**src/rtl/rob_alloc_ctrl.sv**
```systemverilog
// rob_alloc_ctrl: dispatch-side controller for the decode/ID register.
// It allocates reorder-buffer entries in program order, tracks the head,
// tail and occupancy, and holds dispatch off for a short recovery window
// after a flush while the rename table is being restored.
module rob_alloc_ctrl #(
  parameter int ROB_DEPTH      = 8,
  parameter int RECOVER_CYCLES = 2
) (
  input  logic                         clk,
  input  logic                         rst_n,
  input  logic                         cpu_en,
  input  logic                         dispatch_valid,
  input  logic                         rs_full,
  input  logic                         commit_valid,
  input  logic                         flush_req,
  output logic [$clog2(ROB_DEPTH)-1:0] alloc_rob,
  output logic                         alloc_fire,
  output logic [$clog2(ROB_DEPTH)-1:0] commit_rob,
  output logic                         id_stall,
  output logic                         id_flush,
  output logic [$clog2(ROB_DEPTH):0]   rob_count,
  output logic                         rob_full,
  output logic                         rob_empty,
  output logic                         recovering,
  output logic                         commit_err
);

  localparam int AW  = $clog2(ROB_DEPTH);
  localparam int CW  = AW + 1;
  localparam int RCW = (RECOVER_CYCLES > 1) ? $clog2(RECOVER_CYCLES) : 1;
  localparam logic [RCW-1:0] RC_LOAD = RCW'(RECOVER_CYCLES - 1);

  typedef enum logic {RUN, RECOVER} state_t;

  state_t          state, state_next;
  logic [RCW-1:0]  rec_cnt, rec_cnt_next;
  logic [AW-1:0]   head, tail, head_next;
  logic [CW-1:0]   count;
  logic            ce;

  // State register for the recovery sequencer; frozen while cpu_en is low
  always_ff @(posedge clk or negedge rst_n) begin
    if (!rst_n) begin
      state   <= RUN;
      rec_cnt <= '0;
    end else if (cpu_en) begin
      state   <= state_next;
      rec_cnt <= rec_cnt_next;
    end
  end

  // Next-state logic: a flush (re)arms the recovery countdown from either state
  always_comb begin
    state_next   = state;
    rec_cnt_next = rec_cnt;
    case (state)
      RUN: begin
        if (flush_req) begin
          state_next   = RECOVER;
          rec_cnt_next = RC_LOAD;
        end
      end
      RECOVER: begin
        if (flush_req) begin
          rec_cnt_next = RC_LOAD;
        end else if (rec_cnt != '0) begin
          rec_cnt_next = rec_cnt - RCW'(1);
        end else begin
          state_next = RUN;
        end
      end
      default: begin
        state_next   = RUN;
        rec_cnt_next = '0;
      end
    endcase
  end

  // Output logic: everything here depends only on registered state and live inputs,
  // so a same-cycle commit never makes room for a same-cycle allocation
  always_comb begin
    recovering = (state == RECOVER);
    rob_count  = count;
    rob_full   = (count == CW'(ROB_DEPTH));
    rob_empty  = (count == '0);
    alloc_rob  = tail;
    commit_rob = head;
    id_flush   = flush_req;
    id_stall   = recovering | rob_full | rs_full;
    alloc_fire = cpu_en & dispatch_valid & (state == RUN) & ~rob_full & ~rs_full & ~flush_req;
    ce         = commit_valid & ~rob_empty;
    head_next  = head + AW'(ce);
  end

  // Pointer and occupancy update; a flush squashes everything younger than the new head
  always_ff @(posedge clk or negedge rst_n) begin
    if (!rst_n) begin
      head       <= '0;
      tail       <= '0;
      count      <= '0;
      commit_err <= 1'b0;
    end else if (cpu_en) begin
      head       <= head_next;
      commit_err <= commit_err | (commit_valid & rob_empty);
      if (flush_req) begin
        tail  <= head_next;
        count <= '0;
      end else begin
        tail  <= tail + AW'(alloc_fire);
        count <= count + CW'(alloc_fire) - CW'(ce);
      end
    end
  end

endmodule

```
**config.mk**
```make
export PLATFORM = sky130hd
export DESIGN_NAME = rob_alloc_ctrl
export DESIGN_NICKNAME = d
export VERILOG_FILES = /design/src/rtl/rob_alloc_ctrl.sv
export SDC_FILE = /design/constraint.sdc
export NUM_CORES = 1
export LEC_CHECK = 0
export BUFFER_PORTS_ARGS = -buffer_cell sky130_fd_sc_hd__buf_2
export CORE_MARGIN = 8
export CORE_UTILIZATION = 40
export DETAILED_ROUTE_END_ITERATION = 10
export PLACE_DENSITY = 0.73
export REMOVE_ABC_BUFFERS = 1
export SETUP_SLACK_MARGIN = 0.05
export SYNTH_ARGS = -nofsm -noshare
export SYNTH_HDL_FRONTEND = slang
export SYNTH_SLANG_ARGS = --single-unit
```
**constraint.sdc**
```tcl
create_clock -name clk -period 2.65 [get_ports clk]
set_input_delay 0.265 -clock clk [delete_from_list [all_inputs] [get_ports clk]]
set_output_delay 0.265 -clock clk [all_outputs]
set_load 0.005 [all_outputs]
```
==> impl_metrics.yaml <==
clock_tree:
  postCtsHoldBufs: 1
  cts_buffer_depth: 2
  cts_resized: 0
  cts.sinks: 13
  postCtsSetupBuffers: 0
  cts_buffers: 3
  cts.reportedPaths.clkPinSlew_ns: 0.08
  cts_tree: "yes"
  cts_max_level: 1
  clockRootBuffer: "clkbuf_4"
  clock_latency_ns: 0.28
finish:
  layout_commonest_cell: "buf_2"
  num-fill-cells: 203
  register_area_sq_um: 325
  multi_input_area_sq_um: 417
  area_growth_pct: 20.0
  n_antenna_cell: 0
  fin_nets: 122
  final_cell_mix: "23 x buf_2, 13 x dfrtp_1, 9 x nand2_1"
  final_area_sq_um: 953
  drive_gt1_share_pct: 29.5
synthesis:
  synthMuxAreaShare_pct: 3.94
  synth_top_family_by_area: "simple AND/OR/NAND/NOR gates"
  synth_edf_count: 0
  synthFlopType: "dfrtp_1"
  netlist_instances: 82
  synth_top_area_share_pct: 40.9
  synth-xor-area-share_pct: 4.41
  yosysSeqAreaShare_pct: 40.9
  yosysTopAreaCell: "dfrtp_1"
  synth-simple-area-share_pct: 17.5
  synth.area.top_cells: "dfrtp_1 41%, ha_1 13%, nand2_1 4.3%"
  ys_ff_latch: 13
  ys_types: 30
  ys_warn_count: 0
  netlist_area_sq_um: 795
  synth_compound_area_share_pct: 11.5
  synthArstFlopShare_pct: 100
  synth_fa_ha_area_share_pct: 15.1
  syn-mean-instance-area_sq_um: 9.69
worst_setup_path:
  crit_path_top_delay_cell: "or3b_1"
  critPathLaunchType: "register"
  r2r_slack_ns: 0.31
  crit_required_ns: 2.81
  crit_fanout: 6
  worst-path-stages: 10
  cp_slowest_stage_delay_ns: 0.43
  path_delay_family: "adder cells"
  ff2ff_path_depth: 10
  timing.rr.start: "rob_count[2]$_DFFE_PN0P_"
  critical_path.cell_chain: "inv_1, ha_1, or3b_1, nand2_1, mux2i_1, ha_1, fa_1, xor2_1, nand2_1, o21ai_0"
  worstSetupStartpoint: "rob_count[2]$_DFFE_PN0P_"
  critPathBufInv: 1
  crit_type: "reg -> reg"
  timing.rr.end: "rob_count[2]$_DFFE_PN0P_"
  arrival_ns: 2.50
  crit_end: "rob_count[2]$_DFFE_PN0P_"
  endpoint_kind: "register"
timing:
  fin_skew_ns: 0.00719
  rsz0062_at_grt: "no"
  min_period_ns: 2.34
  finalSetupTns_ns: 0
  worst_pin_slew_ns: 0.322
  finalSetupViolations: 0
  fin_crit_sh_pct: 88.2
  max_freq_ghz: 0.428
  final-hold-violation-count: 0
  relSlewSlack_pct: 78.5
  slew_violations: 0
power_and_ir_drop:
  power.leakage_nw: 0.477
  ir_drop_uv: 406
  powerDensity_nw_per_um2: 959
global_routing:
  grt_antenna_before_repair: 0
  grtUsageTotal_pct: 11.2
  grt_first_pass_wirelength_mm: 3.06
  use_met3_pct: 2.33
  met2_usage_pct: 16.9
  first_global_vias: 682
  use_met1_pct: 13.8
  top_usage_layer: "met2"
  grt_max_degree: 20
  grt_overflow_total: 0
routing:
  ant_nets: 0
  drt_wl_total_mm: 1.82
  drtIter0Drc: 14
  avgRoutedWirePerCell_um: 13.8
  drc: 0
  vias_per_cell: 5.21
  dr.pass1.iters: 4
  num_vias: 688
floorplanning:
  num_rows: 16
  start_util_pct: 41.3
  ioPinCount: 24
  dieArea_sq_um: 3670
  core_sq_um: 1920
  die_h_um: 60.6
  die_x_um: 60.6
placement:
  gp_congestion: 0.810
  dp_hpwl_mm: 1.32
  portBuffers: 23
  dpl_cell_area_sq_um: 917
job:
  maxCapViolCount: 0
outcome:
  outcome: "finished, final reports clean"
worst_hold_path:
  hp-class: "in -> reg"
area by class of cell:
cell class / instances / share of cell area, %
Clock buffer: 4 / 2.76
Inverter: 7 / 2.76
Multi-Input combinational cell: 57 / 43.7
Sequential cell: 13 / 34.1
Tap cell: 27 / 3.54
Timing Repair Buffer: 24 / 13.1
layer usage:
metal / share of wire [%] / up-vias
met5: 0 / -
met4: 3.8 / 0
met3: 6.2 / 7
met2: 43 / 22
met1: 47 / 329
li1: - / 330
worst reg2reg max path, delay by kind of cell (launching register included):
family                   cells  cell delay, ns
multiplexers                 1            0.08
AO/OA/AOI/OAI                1            0.07
flip-flops                   1            0.38
adder cells (fa/ha/maj)      3            0.77
XOR/XNOR                     1            0.18
AND/OR/NAND/NOR              3            0.62
buffers and inverters        1            0.12
per-stage QoR:
step	std cells	hold WS, ns	utilization, %	power [mW]	setup slack [ns]
after floorplan	77	-0.0306	-	0.617	0.487
after global placement	127	0.169	47.7	0.769	0.456
after detailed placement	127	0.173	47.7	0.781	0.370
after CTS	132	0.301	49.6	0.925	0.306
after global routing	132	0.319	49.6	1.01	0.139
final	132	0.315	49.6	0.914	0.313
state kept, by name, summed over array words and instances (netlist names):
name	count
commit_rob	3
alloc_rob	3
recovering	1
commit_err	1
rec_cnt	1
rob_count	4
kinds of logic (layout without fill, tap and decap cells):
logic type               after synthesis  count (layout)
flip-flops                            13              13
AND/OR/NAND/NOR                       27              27
AO/OA/AOI/OAI                         14              14
multiplexers                           3               3
adder cells (fa/ha/maj)                9               9
XOR/XNOR                               4               4
buffers and inverters                 12              35
synthesized netlist by cell type (all sizes together) (2+ instances only):
master   n
inv      7
nand4    2
xor2     2
nor2     3
xnor2    2
buf      4
nand3    5
nand2    9
mux2i    2
ha       8
dfrtp   13
nor2b    2
o21ai    4
a21oi    4
how the worst min path moves through the flow:
| stage | startpoint | to | cells after the start |
|---|---|---|---|
| 5_1_grt | commit_valid | commit_rob[0]$_DFFE_PN0P_ | 3 |
| 4_1_cts | commit_valid | commit_err$_DFFE_PN0P_ | 2 |
| 6_report | commit_valid | commit_rob[0]$_DFFE_PN0P_ | 3 |
| 3_5_place_dp | rst_n | rob_count[1]$_DFFE_PN0P_ | 1 |
| 2_1_floorplan | rst_n | alloc_rob[0]$_DFFE_PN0P_ | 0 |
| 3_3_place_gp | rst_n | rob_count[0]$_DFFE_PN0P_ | 1 |
power by group:
part | switching, mW | internal (mW)
clock network | 0.0667 | 0.0584
logic | 0.231 | 0.219
registers | 0.0690 | 0.271
Note: power is estimated with default switching activity, not from simulation.
